## src/rtl/bus_arbiter_if.sv

```systemverilog
// rtl/bus_arbiter_if.sv - master request/response and shared bus signals of bus_arbiter
// Optional lock inputs appear when BUS_ARB_LOCK_EN is defined.
interface bus_arbiter_if #(
    parameter int ADDR_W = 32,
    parameter int DATA_W = 32
);
    logic              m0_req;
    logic              m0_we;
    logic [ADDR_W-1:0] m0_addr;
    logic [DATA_W-1:0] m0_wdata;
    logic              m0_ack;
    logic [DATA_W-1:0] m0_rdata;

    logic              m1_req;
    logic              m1_we;
    logic [ADDR_W-1:0] m1_addr;
    logic [DATA_W-1:0] m1_wdata;
    logic              m1_ack;
    logic [DATA_W-1:0] m1_rdata;

    logic              bus_write;
    logic [ADDR_W-1:0] bus_address;
    logic [DATA_W-1:0] bus_writedata;
    logic [DATA_W-1:0] bus_readdata;

`ifdef BUS_ARB_LOCK_EN
    logic              m0_lock;
    logic              m1_lock;
`endif

    // arbiter side
    modport slave (
`ifdef BUS_ARB_LOCK_EN
        input  m0_lock, m1_lock,
`endif
        input  m0_req, m0_we, m0_addr, m0_wdata,
        output m0_ack, m0_rdata,
        input  m1_req, m1_we, m1_addr, m1_wdata,
        output m1_ack, m1_rdata,
        output bus_write, bus_address, bus_writedata,
        input  bus_readdata
    );

    // requesters and bus side
    modport master (
`ifdef BUS_ARB_LOCK_EN
        output m0_lock, m1_lock,
`endif
        output m0_req, m0_we, m0_addr, m0_wdata,
        input  m0_ack, m0_rdata,
        output m1_req, m1_we, m1_addr, m1_wdata,
        input  m1_ack, m1_rdata,
        input  bus_write, bus_address, bus_writedata,
        output bus_readdata
    );
endinterface

```

## src/rtl/bus_arbiter.sv

```systemverilog
// rtl/bus_arbiter.sv - two-master round-robin arbiter, one bus access per 3 cycles
// Optional lock feature enabled by defining BUS_ARB_LOCK_EN.
module bus_arbiter #(
    parameter int ADDR_W = 32,
    parameter int DATA_W = 32,
    parameter int CNT_W  = 16
) (
    input  logic             clk,
    input  logic             rst_n,
    bus_arbiter_if.slave     bif,
    output logic             grant_id,
    output logic             busy,
    output logic [CNT_W-1:0] txn_cnt
);
    typedef enum logic [1:0] {IDLE, ACCESS, RESP} state_t;

    state_t state;
    logic   last_grant;
    logic   cmd_we;
    logic   rr_winner;
    logic   winner;

    always_comb begin
        rr_winner = bif.m1_req;
        if (bif.m0_req && bif.m1_req) begin
            rr_winner = ~last_grant;
        end
    end

`ifdef BUS_ARB_LOCK_EN
    logic       last_lock;
    logic       after_resp;
    logic [2:0] lock_cnt;
    logic       hold;
    logic       win_lock;

    // A locked owner keeps the bus only in the IDLE cycle right after its RESP,
    // and for at most four grants in a row.
    always_comb begin
        hold     = after_resp && last_lock && (lock_cnt < 3'd4) &&
                   (last_grant ? bif.m1_req : bif.m0_req);
        winner   = hold ? last_grant : rr_winner;
        win_lock = winner ? bif.m1_lock : bif.m0_lock;
    end
`else
    always_comb begin
        winner = rr_winner;
    end
`endif

    always_ff @(posedge clk or negedge rst_n) begin
        if (!rst_n) begin
            state             <= IDLE;
            last_grant        <= 1'b1;
            cmd_we            <= 1'b0;
            grant_id          <= 1'b0;
            busy              <= 1'b0;
            txn_cnt           <= '0;
            bif.m0_ack        <= 1'b0;
            bif.m1_ack        <= 1'b0;
            bif.m0_rdata      <= '0;
            bif.m1_rdata      <= '0;
            bif.bus_write     <= 1'b0;
            bif.bus_address   <= '0;
            bif.bus_writedata <= '0;
`ifdef BUS_ARB_LOCK_EN
            last_lock         <= 1'b0;
            after_resp        <= 1'b0;
            lock_cnt          <= '0;
`endif
        end else begin
`ifdef BUS_ARB_LOCK_EN
            after_resp <= (state == RESP);
`endif
            case (state)
                IDLE: begin
                    if (bif.m0_req || bif.m1_req) begin
                        state             <= ACCESS;
                        busy              <= 1'b1;
                        grant_id          <= winner;
                        last_grant        <= winner;
                        cmd_we            <= winner ? bif.m1_we : bif.m0_we;
                        bif.bus_write     <= winner ? bif.m1_we : bif.m0_we;
                        bif.bus_address   <= winner ? bif.m1_addr : bif.m0_addr;
                        bif.bus_writedata <= winner ? bif.m1_wdata : bif.m0_wdata;
`ifdef BUS_ARB_LOCK_EN
                        last_lock <= win_lock;
                        if (!win_lock) begin
                            lock_cnt <= '0;
                        end else if (winner == last_grant && last_lock) begin
                            lock_cnt <= (lock_cnt == 3'd4) ? lock_cnt : lock_cnt + 3'd1;
                        end else begin
                            lock_cnt <= 3'd1;
                        end
`endif
                    end
                end
                ACCESS: begin
                    state         <= RESP;
                    bif.bus_write <= 1'b0;
                    if (grant_id) begin
                        bif.m1_rdata <= cmd_we ? '0 : bif.bus_readdata;
                        bif.m1_ack   <= 1'b1;
                    end else begin
                        bif.m0_rdata <= cmd_we ? '0 : bif.bus_readdata;
                        bif.m0_ack   <= 1'b1;
                    end
                end
                RESP: begin
                    state      <= IDLE;
                    busy       <= 1'b0;
                    bif.m0_ack <= 1'b0;
                    bif.m1_ack <= 1'b0;
                    txn_cnt    <= txn_cnt + 1'b1;
                end
                default: begin
                    state <= IDLE;
                end
            endcase
        end
    end
endmodule

```

## src/flat_wrapper.sv

```systemverilog
// flat-port wrapper written by rule: the top's interface ports become plain ports
module bus_arbiter_flat 
#(
    parameter int ADDR_W = 32,
    parameter int DATA_W = 32,
    parameter int CNT_W  = 16
)
  (clk, rst_n, grant_id, busy, txn_cnt, bif_m0_req, bif_m0_we, bif_m0_addr, bif_m0_wdata, bif_m0_ack, bif_m0_rdata, bif_m1_req, bif_m1_we, bif_m1_addr, bif_m1_wdata, bif_m1_ack, bif_m1_rdata, bif_bus_write, bif_bus_address, bif_bus_writedata, bif_bus_readdata);
  bus_arbiter_if #(.ADDR_W(ADDR_W), .DATA_W(DATA_W)) bif_i ();
  input  logic clk;
  input  logic rst_n;
  output logic grant_id;
  output logic busy;
  output logic [CNT_W-1:0] txn_cnt;
  input wire logic [$bits(bif_i.m0_req)-1:0] bif_m0_req;
  input wire logic [$bits(bif_i.m0_we)-1:0] bif_m0_we;
  input wire logic [$bits(bif_i.m0_addr)-1:0] bif_m0_addr;
  input wire logic [$bits(bif_i.m0_wdata)-1:0] bif_m0_wdata;
  output wire logic [$bits(bif_i.m0_ack)-1:0] bif_m0_ack;
  output wire logic [$bits(bif_i.m0_rdata)-1:0] bif_m0_rdata;
  input wire logic [$bits(bif_i.m1_req)-1:0] bif_m1_req;
  input wire logic [$bits(bif_i.m1_we)-1:0] bif_m1_we;
  input wire logic [$bits(bif_i.m1_addr)-1:0] bif_m1_addr;
  input wire logic [$bits(bif_i.m1_wdata)-1:0] bif_m1_wdata;
  output wire logic [$bits(bif_i.m1_ack)-1:0] bif_m1_ack;
  output wire logic [$bits(bif_i.m1_rdata)-1:0] bif_m1_rdata;
  output wire logic [$bits(bif_i.bus_write)-1:0] bif_bus_write;
  output wire logic [$bits(bif_i.bus_address)-1:0] bif_bus_address;
  output wire logic [$bits(bif_i.bus_writedata)-1:0] bif_bus_writedata;
  input wire logic [$bits(bif_i.bus_readdata)-1:0] bif_bus_readdata;
  assign bif_i.m0_req = bif_m0_req;
  assign bif_i.m0_we = bif_m0_we;
  assign bif_i.m0_addr = bif_m0_addr;
  assign bif_i.m0_wdata = bif_m0_wdata;
  assign bif_m0_ack = bif_i.m0_ack;
  assign bif_m0_rdata = bif_i.m0_rdata;
  assign bif_i.m1_req = bif_m1_req;
  assign bif_i.m1_we = bif_m1_we;
  assign bif_i.m1_addr = bif_m1_addr;
  assign bif_i.m1_wdata = bif_m1_wdata;
  assign bif_m1_ack = bif_i.m1_ack;
  assign bif_m1_rdata = bif_i.m1_rdata;
  assign bif_bus_write = bif_i.bus_write;
  assign bif_bus_address = bif_i.bus_address;
  assign bif_bus_writedata = bif_i.bus_writedata;
  assign bif_i.bus_readdata = bif_bus_readdata;
  bus_arbiter #(.ADDR_W(ADDR_W), .DATA_W(DATA_W), .CNT_W(CNT_W)) u_core (.clk(clk), .rst_n(rst_n), .bif(bif_i), .grant_id(grant_id), .busy(busy), .txn_cnt(txn_cnt));
endmodule
```

## config.mk

```make
export PLATFORM = sky130hd
export DESIGN_NAME = bus_arbiter_flat
export DESIGN_NICKNAME = d
export VERILOG_FILES = /design/src/rtl/bus_arbiter_if.sv /design/src/rtl/bus_arbiter.sv /design/src/flat_wrapper.sv
export SDC_FILE = /design/constraint.sdc
export NUM_CORES = 1
export LEC_CHECK = 0
export ABC_AREA = 1
export BUFFER_PORTS_ARGS = -buffer_cell sky130_fd_sc_hd__buf_2
export CAP_MARGIN = 0
export CORE_AREA = 2 2 123 125
export CTS_CLUSTER_SIZE = 20
export DETAILED_ROUTE_END_ITERATION = 16
export DIE_AREA = 0 0 125 127
export GPL_TIMING_DRIVEN = 0
export PLACE_DENSITY = 0.9
export SLEW_MARGIN = 20
export SYNTH_ARGS = -nofsm -noshare
export SYNTH_HDL_FRONTEND = slang
export SYNTH_SLANG_ARGS = --single-unit
export TNS_END_PERCENT = 30
```

## constraint.sdc

```tcl
create_clock -name clk -period 3.72 [get_ports clk]
set_clock_uncertainty 0.2 [all_clocks]
set_input_delay 0.744 -clock clk [delete_from_list [all_inputs] [get_ports clk]]
set_output_delay 0.744 -clock clk [all_outputs]
set_load 0.01 [all_outputs]
```

Yosys cells after proc, flatten, opt, wreduce, memory -nomap -nowiden --
Index checks and enable logic that the tools add are counted.
Storage, ports and cells: flip-flop bits (word level) 153, input bits 166, output and inout port bits 149
Cells by class: add/subtract/negate cells 1, eq/ne operators 5, mux-type cells 15, bitwise operators 2, reduce and logical (&&, ||, !) cells 13
Operators by type and width (count):
- 32-bit two-way mux | 3
- 16-bit by 1-bit adder with 16-bit output, second input constant | 1
- 2-bit AND reduction | 7
- 1-bit one-hot mux with 2 select lines | 4
- 1-bit two-way mux | 6
- 2-bit nonzero test | 3
- 2-bit by 1-bit inequality test with 1-bit output, second input constant | 2
- 2-bit one-hot mux with 2 select lines | 1
- 2-bit by 1-bit == test with 1-bit output, second input constant | 1
- 2-bit == test, second input constant | 1
- 2-bit logical NOT | 1
- 2-bit two-way mux | 1
- 2-bit inequality test, second input constant | 1
- 1-bit inverter | 2
- 1-bit logical AND | 1
- 1-bit logical OR | 1

Depth between registers and ports, before layout --
Gate-level depths: netlist of run 1.
depth in word-level cells 5, depth in mapped cells 9, depth with buffers taken out 9

Worst setup path after synthesis of run 1 --
No wires, ideal clock.
kind input to register, start point input bif_m1_req, end point register u_core.bif.bus_write, arrival 1.487 ns, setup slack 1.906 ns, stages on the path 7, path buffers 2, path through nor2_1 -> nor3_4 -> inv_2 -> buf_2 -> buf_2 -> nand3_1 -> nand2_1
On the way: cells in the longest elaborated chain, start to end 5, elaborated cells between the ends (all ways) 8
RTL lines:
- start, declared | line flat_wrapper.sv:21 | input wire logic [$bits(bif_i.m1_req)-1:0] bif_m1_req;
- 1-bit logical AND | line bus_arbiter.sv:25 | if (bif.m0_req && bif.m1_req) begin
- 1-bit two-way mux | line bus_arbiter.sv:25
- 1-bit two-way mux | line bus_arbiter.sv:83 | bif.bus_write <= winner ? bif.m1_we : bif.m0_we;
- 1-bit two-way mux | line bus_arbiter.sv:77 | if (bif.m0_req || bif.m1_req) begin
- 1-bit one-hot mux with 2 select lines | line bus_arbiter.sv:75 | case (state)
- end signal, assigned | line bus_arbiter.sv:83
- end, declared | line bus_arbiter_if.sv:40 | output bus_write, bus_address, bus_writedata,
Several ways; a longest one is shown, not always the timed one. The select of a mux whose other input is x is not followed. A chain may end at the register's enable or synchronous reset.

Worst setup path in the final report of run 1 --
start point register u_core.txn_cnt[10], end point output txn_cnt[10]
RTL lines:
- start, declared | line bus_arbiter.sv:13 | output logic [CNT_W-1:0] txn_cnt
- start signal, assigned | line bus_arbiter.sv:114 | txn_cnt <= txn_cnt + 1'b1;
- end, declared | line flat_wrapper.sv:14 | output logic [CNT_W-1:0] txn_cnt;
No word-level cell between the ends.

==> reports/qor.csv, run 1 <==
stage;metric;value;unit
outcome;status;completed;
global_routing;largest net degree at the start of global routing;102;
clock_tree;hold buffers post-CTS;0;
sta;max-slew violation count;0;
cells_and_area;most common cell after layout, fill and taps aside;buf_2;
synth;syn nets;982;
global_routing;grt met1 use;30.6;%
critical_path;instance count on the critical path;1;
global_routing;global route hottest layer;met2;
sta;final worst-path cycle share;53.1;%
detailed_routing;DRC errors left;0;
critical_path;Setup crit end;txn_cnt[10];
power_and_ir_drop;Logic pwr share;39.2;%
power_and_ir_drop;Pint;4.64;mW
synth;Most used DFF post-synth;dfrtp_1;
synth;Syn Inst Count;815;
critical_path;CP arrival;1.03;ns
clock_tree;clock root buffer;clkbuf_16;
detailed_routing;Post-Route WL;20700;um
power_and_ir_drop;Leak Pwr;5.12;nW
placement;Buffers on Ports;314;
sta;Slew @ Worst Pin;0.578;ns
synth;Post-Synth Adder-Cell Area;0.187;%
die;I/O pin total;315;
placement;Place WS;1.40;ns
die;initial core utilization;46.4;%
power_and_ir_drop;Seq pwr share;37.0;%
sta;final setup vio count;0;
power_and_ir_drop;Pwr Density;832;nW/um2
synth;Synth Area in Compound Gates;9.90;%
sta;minimum clock period;1.98;ns
synth;largest family of logic cells by synthesized area;simple AND/OR/NAND/NOR gates;
detailed_routing;post-route ant nets;0;
sta;final hold slack;0.0248;ns
global_routing;vias in the first global route;6661;
critical_path;FF-to-FF Start;u_core.state[1];
power_and_ir_drop;clock share of power;23.8;%
critical_path;Critical Path End Type;primary output;
detailed_routing;first drt pass iteration count;5;
clock_tree;clock-pin slew on the worst setup and hold paths;0.06;ns
critical_path;Setup CP Type;flop to primary output;
placement;dpl cell area;8530;um2
detailed_routing;Avg WL per Cell;15.4;um
synth;area leader, netlist;dfrtp_1;
critical_path;reg2reg end;u_core.bif.bus_writedata[17];
sta;Hold Fails Final Rpt;0;
critical_path;critical path peak fanout;6;
die;DIE AREA;15900;um2
placement;GPL Wtd Cong;0.911;
cells_and_area;fin cells;1348;
die;Die Wd;125;um
critical_path;Crit. Startpoint;u_core.txn_cnt[10];
cells_and_area;fin util;63.4;%
synth;Synth Area in XOR/XNOR;1.31;%
critical_path;crit-path cells;buf_2;
sta;Max Clk Rate;506;MHz
detailed_routing;initial drt markers;397;
clock_tree;Num CTS Buffers;17;
cells_and_area;P&R area growth vs syn;36.7;%
global_routing;global-route wire length before repair;33100;um
critical_path;Worst path top cell family by delay;flip-flops;
die;row count;44;
clock_tree;Clock Path Buffers;2;
synth;Yosys top cell area share;56.8;%
sta;TNS Setup;0;ns
synth;post-synthesis register bit count;153;
cells_and_area;post-route cell area;9150;um2
critical_path;reg2reg setup slack;1.75;ns
clock_tree;Skew-Pair Late Insertion Delay;0.42;ns
synth;Syn. warnings;0;
clock_tree;post-CTS resize count;0;
cells_and_area;fin nets;1316;
power_and_ir_drop;maximum VDD drop;0.000452;V
placement;Placed Cells;1314;
cells_and_area;final-layout fill cell count;1227;
synth;post-synthesis cell type count;26;
critical_path;worst path bufs/invs;1;
min_path;Hold Crit Class;input pin to async pin;
clock_tree;post-CTS setup buffer count;0;
global_routing;GR Util met3;8.21;%
power_and_ir_drop;Psw;2.97;mW
global_routing;grt ovf;0;
clock_tree;CTS tree;yes;
critical_path;Critical Path RT;2.78;ns
cells_and_area;commonest non-fill, non-tap cells in the layout;buf_2 (318), nand2_1 (292), dfrtp_1 (152);
clock_tree;Sink Count;153;
placement;DP Wirelength;15500;um
power_and_ir_drop;sw frac;39.1;%
synth;Post-Synth Simple-Gate Area;24.7;%
sta;RSZ-0062 raised after global routing;false;
die;die height;127;um
synth;Post-synth EDFFs;0;
die;core area;14400;um2
synth;mux contribution to synthesized area;0;%
detailed_routing;vias;6689;
cells_and_area;layout cells sized above 1;32.4;%
run;max-cap violations;0;
synth;Cell Area, Synth;6700;um2
critical_path;Slowest Stage Delay on Critical Path;0.44;ns
critical_path;Critical-path top delay cell;dfrtp_1;
synth;Syn Area/Cell;8.21;um2
synth;register area share after synthesis;57.2;%
sta;slew margin rel.;61.5;%
critical_path;startpoint class of the critical path;flop;
clock_tree;H-tree depth;4;
detailed_routing;Avg Vias per Cell;4.96;
global_routing;GRT Total Usage;26.3;%
critical_path;Worst Reg-to-Reg Cells;4;
global_routing;met2 Track Usage GR;45.0;%
sta;Final Worst Setup Slack;1.74;ns
power_and_ir_drop;PnR Total Power;7.61;mW
synth;Synth area leaders;dfrtp_1 (57%), nand2_1 (16%), o21ai_0 (8.5%), nor2_1 (6.2%), inv_1 (2.6%);
global_routing;initial antenna violation count;4;
synth;Async S/R FF share, synth;100;%
-- cell usage after synthesis (5+ instances only) --
library cell	instances
buf_4	8
clkbuf_1	23
nand2_1	292
nand3_1	9
xnor2_1	6
buf_6	7
buf_2	5
o21ai_0	114
nor2_1	111
dfrtp_1	152
inv_1	47
o21ai_1	16
-- layout make-up --
class                           instances  area [um2]  area share [%]
Sequential cell                       153        3830            41.9
Multi-Input combinational cell        567        2420            26.4
Timing Repair Buffer                  315        1610            17.6
Clock buffer                           20         437            4.77
Buffer                                 44         254            2.78
Tap cell                              184         230            2.52
Inverter                               51         191            2.09
Clock inverter                         11         171            1.87
Antenna cell                            3        7.51          0.0820
-- power by group through the flow --
stage / Sequential, mW / Combinational [mW] / Clock, mW
finish: 2.82 / 2.99 / 1.81
global route: 2.90 / 3.35 / 1.91
CTS: 2.81 / 3.01 / 1.83
detailed placement: 2.81 / 3.01 / 0
global placement: 2.80 / 2.90 / 0
floorplan: 3.11 / 1.35 / 0
-- flip-flops by register name, summed over array words and instances (netlist names) --
register                  count
u_core.bif.m0_ack             1
u_core.state                  2
u_core.bif.bus_write          1
u_core.last_grant             1
u_core.txn_cnt               16
u_core.busy                   1
u_core.cmd_we                 1
u_core.grant_id               1
u_core.bif.bus_writedata     32
u_core.bif.m1_ack             1
u_core.bif.bus_address       32
u_core.bif.m0_rdata          32
u_core.bif.m1_rdata          32
-- per-layer routing --
| layer | vias to the layer above | share of wire (%) |
|---|---|---|
| li1 | 3212 | - |
| met1 | 3104 | 38 |
| met2 | 323 | 51 |
| met3 | 50 | 8.5 |
| met4 | 0 | 2.7 |
| met5 | - | 0 |
-- cells by family (layout without fill, tap and decap cells) --
kind of cell,after synthesis,count (layout)
AO/OA/AOI/OAI,132,132
XOR/XNOR,10,10
adder cells (fa/ha/maj),1,1
buffers and inverters,95,441
flip-flops,153,153
other,0,3
AND/OR/NAND/NOR,424,424
-- worst min-delay path by stage --
stage	startpoint	cells past startpoint	slack [ns]	endpoint
finish	rst_n	1	0.02	u_core.bif.m0_rdata[5]
global route	rst_n	1	0.04	u_core.bif.m0_rdata[5]
CTS	rst_n	1	0.03	u_core.bif.m0_rdata[5]
detailed placement	u_core.bif.m0_rdata[24]	2	0.25	u_core.bif.m0_rdata[24]
global placement	u_core.bif.m1_rdata[15]	2	0.25	u_core.bif.m1_rdata[15]
floorplan	u_core.last_grant	2	0.24	u_core.last_grant
(Power assumes the default switching activity.)
==> inputs of run 2 (changes only) <==
--- a/config.mk
+++ b/config.mk
@@ -8,12 +8,12 @@
 export ABC_AREA = 1
 export BUFFER_PORTS_ARGS = -buffer_cell sky130_fd_sc_hd__buf_2
 export CAP_MARGIN = 0
-export CORE_AREA = 2 2 123 125
+export CORE_MARGIN = 2
+export CORE_UTILIZATION = 47
 export CTS_CLUSTER_SIZE = 20
 export DETAILED_ROUTE_END_ITERATION = 16
-export DIE_AREA = 0 0 125 127
 export GPL_TIMING_DRIVEN = 0
-export PLACE_DENSITY = 0.9
+export PLACE_DENSITY = 0.92
 export SLEW_MARGIN = 20
 export SYNTH_ARGS = -nofsm -noshare
 export SYNTH_HDL_FRONTEND = slang
==> constraint.sdc (replaced) <==
create_clock -name clk -period 1.9 [get_ports clk]
set_clock_uncertainty 0.2 [all_clocks]
set_input_delay 0.38 -clock clk [delete_from_list [all_inputs] [get_ports clk]]
set_output_delay 0.38 -clock clk [all_outputs]
set_load 0.01 [all_outputs]
==> run 2 against run 1 <==
  * Die area down 4.2%
  * Critical path depth rose by 6
  * Sequential share of layout area decreased by 0.11 points
  * Worst setup slack worse by 1.7 ns
  * Wire length rose by 0.65%
  * Core utilization rose by 2.7 points
  * Sequential power rose by 97%
  * Highest routed layer unchanged
  * Sequential cell count stayed put
  * Non-clock buffer count is 3 higher
==> reports/qor.csv, run 2 (same netlist as run 1, synthesis figures left out) <==
stage;metric;value;unit
outcome;status;completed;
detailed_routing;vias;6715;
sta;final setup vio count;0;
critical_path;crit-path cells;nand2_1 > nand2_1 > inv_1 > buf_2 > clkbuf_1 > o21ai_0 > o21ai_0;
sta;Hold Fails Final Rpt;0;
sta;minimum clock period;1.87;ns
clock_tree;Num CTS Buffers;17;
die;initial core utilization;48.2;%
placement;Buffers on Ports;314;
die;die height;123;um
run;max-cap violations;0;
power_and_ir_drop;Leak Pwr;5.16;nW
power_and_ir_drop;Pint;9.09;mW
cells_and_area;commonest non-fill, non-tap cells in the layout;buf_2 (321), nand2_1 (292), dfrtp_1 (152);
global_routing;vias in the first global route;6494;
detailed_routing;initial drt markers;459;
critical_path;startpoint class of the critical path;flop;
die;I/O pin total;315;
min_path;number of cells on the worst hold path;3;
sta;final worst-path cycle share;98.5;%
global_routing;global-route wire length before repair;31800;um
sta;max-slew violation count;0;
detailed_routing;DRC errors left;0;
die;row count;43;
min_path;Hold Crit Class;input pin to flop;
power_and_ir_drop;clock share of power;23.1;%
critical_path;critical path peak fanout;10;
global_routing;largest net degree at the start of global routing;84;
detailed_routing;post-route ant nets;0;
die;DIE AREA;15200;um2
critical_path;Slowest Stage Delay on Critical Path;0.53;ns
global_routing;initial antenna violation count;5;
detailed_routing;Post-Route WL;20800;um
clock_tree;CTS tree;yes;
die;core area;13900;um2
critical_path;Worst Reg-to-Reg Cells;7;
placement;DP Wirelength;15400;um
power_and_ir_drop;sw frac;39.0;%
cells_and_area;fin nets;1319;
clock_tree;clock-pin slew on the worst setup and hold paths;0.06;ns
clock_tree;Clock Path Buffers;2;
detailed_routing;Avg WL per Cell;15.4;um
detailed_routing;Avg Vias per Cell;4.98;
clock_tree;Skew-Pair Late Insertion Delay;0.41;ns
cells_and_area;layout cells sized above 1;33.1;%
cells_and_area;P&R area growth vs syn;37.0;%
clock_tree;H-tree depth;4;
sta;Slew @ Worst Pin;0.586;ns
power_and_ir_drop;Seq pwr share;37.3;%
sta;Max Clk Rate;534;MHz
sta;Final Worst Setup Slack;0.0288;ns
power_and_ir_drop;maximum VDD drop;0.000771;V
sta;TNS Setup;0;ns
critical_path;Critical Path RT;1.99;ns
critical_path;Critical-path top delay cell;dfstp_2;
critical_path;Critical Path End Type;flop;
power_and_ir_drop;Logic pwr share;39.6;%
clock_tree;clock root buffer;clkbuf_16;
power_and_ir_drop;Pwr Density;1620;nW/um2
detailed_routing;first drt pass iteration count;5;
critical_path;Setup CP Type;flop to flop;
cells_and_area;most common cell after layout, fill and taps aside;buf_2;
die;Die Wd;123;um
critical_path;CP arrival;1.96;ns
clock_tree;Sink Count;153;
power_and_ir_drop;Psw;5.81;mW
sta;slew margin rel.;61.0;%
placement;Place WS;-0.0666;ns
global_routing;grt ovf;0;
placement;GPL Wtd Cong;0.878;
global_routing;GRT Total Usage;27.4;%
sta;RSZ-0062 raised after global routing;true;
[run 2: stage by stage]
| step | std cells | utilization, % | hold WS (ns) | power, mW | cell area [um2] |
|---|---|---|---|---|---|
| 5_1_grt | 1349 | 66.1 | 0.0286 | 16.0 | 9180 |
| 3_3_place_gp | 1309 | 61.2 | 0.248 | 11.2 | 8490 |
| 3_5_place_dp | 1310 | 61.4 | 0.175 | 11.4 | 8530 |
| 4_1_cts | 1342 | 65.9 | 0.00382 | 14.9 | 9140 |
| 2_1_floorplan | 815 | - | -0.116 | 8.74 | 6700 |
| 6_report | 1349 | 66.1 | 0.0248 | 14.9 | 9180 |
[run 2: metal layers]
metal	routed length, um	track usage (%)	vias to the layer above
li1	-	-	3221
met1	7960	32.0	3134
met2	10700	47.1	333
met3	1780	7.89	27
met4	371	11.8	0
met5	0	0	-
[run 2: path summary, 6_finish.rpt]
check                      slack [ns]                      endpoint              start
min                              0.02    u_core.bif.bus_address[26]    bif_m1_addr[26]
max                              0.03  u_core.bif.bus_writedata[26]  u_core.last_grant
min in group asynchronous        0.32        u_core.bif.m0_rdata[8]              rst_n
max reg2reg                      0.03  u_core.bif.bus_writedata[26]  u_core.last_grant
min reg2reg                      0.27             u_core.last_grant  u_core.last_grant
max in group asynchronous        0.39             u_core.last_grant              rst_n
[run 2: power by group through the flow]
stage	combinational [mW]	sequential (mW)	clock (mW)
finish	5.90	5.55	3.45
floorplan	2.64	6.10	0
global route	6.63	5.67	3.65
global placement	5.67	5.49	0
detailed placement	5.87	5.52	0
CTS	5.89	5.52	3.50
[run 2: worst max-delay path: cells and delay by family (launching register included)]
| kind | cells | cell delay (ns) |
|---|---|---|
| flops | 1 | 0.53 |
| buf+inv | 3 | 0.52 |
| compound gates | 2 | 0.36 |
| simple gates | 2 | 0.15 |
[run 2: timing repair]
item                       4_1_cts  5_1_grt
pin swaps                        0        1
resized for setup                3       16
setup endpoints to repair       13       53
buffers inserted                 0        2
hold buffers                     1        0
hold endpoints to repair        70        0
[run 2: final cells by class]
cell class | instances | area [um2]
buffer | 44 | 264
clock inverter | 7 | 116
multi-input combinational | 567 | 2420
clock buffer | 24 | 482
inverter | 51 | 191
tap | 180 | 225
fill | 1127 | 4710
antenna | 5 | 12.5
sequential | 153 | 3830
timing repair buffer | 318 | 1630
==> inputs of run 3 (changes only) <==
==> constraint.sdc (replaced) <==
create_clock -name clk -period 1.9 [get_ports clk]
set_clock_uncertainty 0.2 [all_clocks]
set_input_delay 0.285 -clock clk [delete_from_list [all_inputs] [get_ports clk]]
set_output_delay 0.285 -clock clk [all_outputs]
set_load 0.01 [all_outputs]
==> run 3 against run 2 <==
  * The flow now finishes with violations (negative setup slack)
  * Wire length is 40% higher
  * Non-clock buffer count increased by 146
  * Worst hold slack got worse by 0.015 ns
  * First-iteration DRC count up 71%
  * Register-to-register slack got worse by 0.08 ns
  * Power grew 7.1%
  * Sequential cell count stayed put
  * Maximum frequency fell by 4.0%
==> reports/qor.csv, run 3 (same netlist as run 1, synthesis figures left out) <==
stage;metric;value;unit
outcome;status;finished with violations;
outcome;violated checks;negative setup slack;
critical_path;Worst path top cell family by delay;flip-flops;
clock_tree;clock root buffer;clkbuf_16;
power_and_ir_drop;maximum VDD drop;0.000948;V
cells_and_area;P&R area growth vs syn;59.7;%
die;DIE AREA;15200;um2
placement;Placed Cells;1310;
critical_path;Slowest Stage Delay on Critical Path;0.53;ns
sta;max-slew violation count;0;
detailed_routing;Post-Route WL;29200;um
global_routing;GRT Total Usage;38.6;%
sta;minimum clock period;1.95;ns
clock_tree;Num CTS Buffers;17;
global_routing;met2 Track Usage GR;62.4;%
global_routing;largest net degree at the start of global routing;84;
sta;RSZ-0062 raised after global routing;true;
sta;final worst-path cycle share;103;%
critical_path;CP arrival;2.04;ns
detailed_routing;Avg WL per Cell;19.5;um
clock_tree;Clock Path Buffers;2;
power_and_ir_drop;Pwr Density;1490;nW/um2
global_routing;GR Util met3;13.8;%
cells_and_area;fin cells;1496;
placement;GPL Wtd Cong;0.878;
critical_path;Setup CP Type;flop to flop;
global_routing;grt ovf;0;
global_routing;vias in the first global route;8440;
die;row count;43;
cells_and_area;commonest non-fill, non-tap cells in the layout;buf_2 (320), nand2_1 (292), dfrtp_1 (152);
die;initial core utilization;48.2;%
critical_path;critical path peak fanout;10;
cells_and_area;most common cell after layout, fill and taps aside;buf_2;
critical_path;startpoint class of the critical path;flop;
sta;Hold Fails Final Rpt;0;
detailed_routing;first drt pass iteration count;5;
clock_tree;Skew-Pair Late Insertion Delay;0.42;ns
run;max-cap violations;0;
global_routing;grt met1 use;41.5;%
placement;DP Wirelength;15400;um
clock_tree;clock-pin slew on the worst setup and hold paths;0.07;ns
placement;Buffers on Ports;314;
detailed_routing;vias;8274;
detailed_routing;post-route ant nets;0;
sta;Slew @ Worst Pin;0.581;ns
clock_tree;CTS tree;yes;
global_routing;global-route wire length before repair;43700;um
global_routing;global route hottest layer;met2;
sta;TNS Setup;-0.0594;ns
global_routing;initial antenna violation count;5;
critical_path;Critical-path top delay cell;dfstp_2;
sta;slew margin rel.;61.3;%
cells_and_area;layout cells sized above 1;30.2;%
cells_and_area;final-layout fill cell count;799;
detailed_routing;DRC errors left;0;
sta;Max Clk Rate;513;MHz
cells_and_area;fin nets;1465;
detailed_routing;initial drt markers;787;
critical_path;crit-path cells;nand2_1 > nand2_1 > inv_1 > buf_2 > clkbuf_4 > o21ai_0 > o21ai_0;
detailed_routing;Avg Vias per Cell;5.53;
critical_path;worst path bufs/invs;3;
sta;Final Worst Setup Slack;-0.0487;ns
clock_tree;H-tree depth;4;
die;Die Wd;123;um
min_path;Hold Crit Class;input pin to flop;
placement;Place WS;-0.0327;ns
sta;final setup vio count;2;
critical_path;Critical Path RT;1.99;ns
die;die height;123;um
power_and_ir_drop;Leak Pwr;5.79;nW
clock_tree;Sink Count;153;
critical_path;Critical Path End Type;flop;
die;I/O pin total;315;
die;core area;13900;um2
run 3: final timing paths:
path                                    startpoint                           end  slack, ns  cells after the start
setup / recovery                 u_core.last_grant    u_core.bif.bus_address[15]      -0.05                      7
setup reg to reg                 u_core.last_grant    u_core.bif.bus_address[15]      -0.05                      7
hold reg to reg            u_core.bif.m0_rdata[21]       u_core.bif.m0_rdata[21]       0.27                      2
min in group asynchronous                    rst_n        u_core.bif.m0_rdata[8]       0.22                      2
max in group asynchronous                    rst_n             u_core.last_grant       0.48                      3
hold / removal                    bif_m0_wdata[15]  u_core.bif.bus_writedata[15]       0.01                      3
run 3: metrics by stage:
stage	utilization [%]	hold WS, ns	total power [mW]	instance area, um2
after floorplan	-	-0.211	8.74	6700
after global placement	61.2	0.248	11.2	8490
after detailed placement	61.4	0.0801	11.4	8530
after CTS	76.5	0.00756	15.1	10600
after global routing	77.0	0.00439	16.7	10700
final	77.1	0.00997	15.9	10700
run 3: worst reg2reg max path, cell delays in order, from the launching register on:
cell	delay (ns)
dfstp_2	0.53
nand2_1	0.05
nand2_1	0.11
inv_1	0.08
buf_2	0.20
clkbuf_4	0.21
o21ai_0	0.27
o21ai_0	0.17
run 3: metal layers:
metal,wire length (um),vias up
met2,13900,747
met1,9480,3769
met4,2450,2
met5,15,-
met3,3340,245
li1,-,3511
run 3: report_power, final:
group / total [mW] / internal [mW] / switching [mW]
clock: 3.52 / 2.16 / 1.36
sequential: 5.70 / 4.68 / 1.02
combinational: 6.72 / 2.50 / 4.22
run 3: final cells by class:
type	count	area (um2)	share of cell area, %
sequential	153	3830	35.8
timing repair buffer	464	3110	29.1
multi-input combinational	567	2440	22.8
clock buffer	24	482	4.50
buffer	44	285	2.67
tap	180	225	2.11
inverter	51	191	1.79
clock inverter	7	116	1.09
antenna	6	15.0	0.140
run 3: repair_timing:
action | 4_1_cts | 5_1_grt
setup buffers | 0 | 1
hold buffers | 148 | 0
setup endpoints to repair | 13 | 57
resized for setup | 3 | 63
pin swaps | 0 | 1
endpoints found under the hold margin | 187 | 0
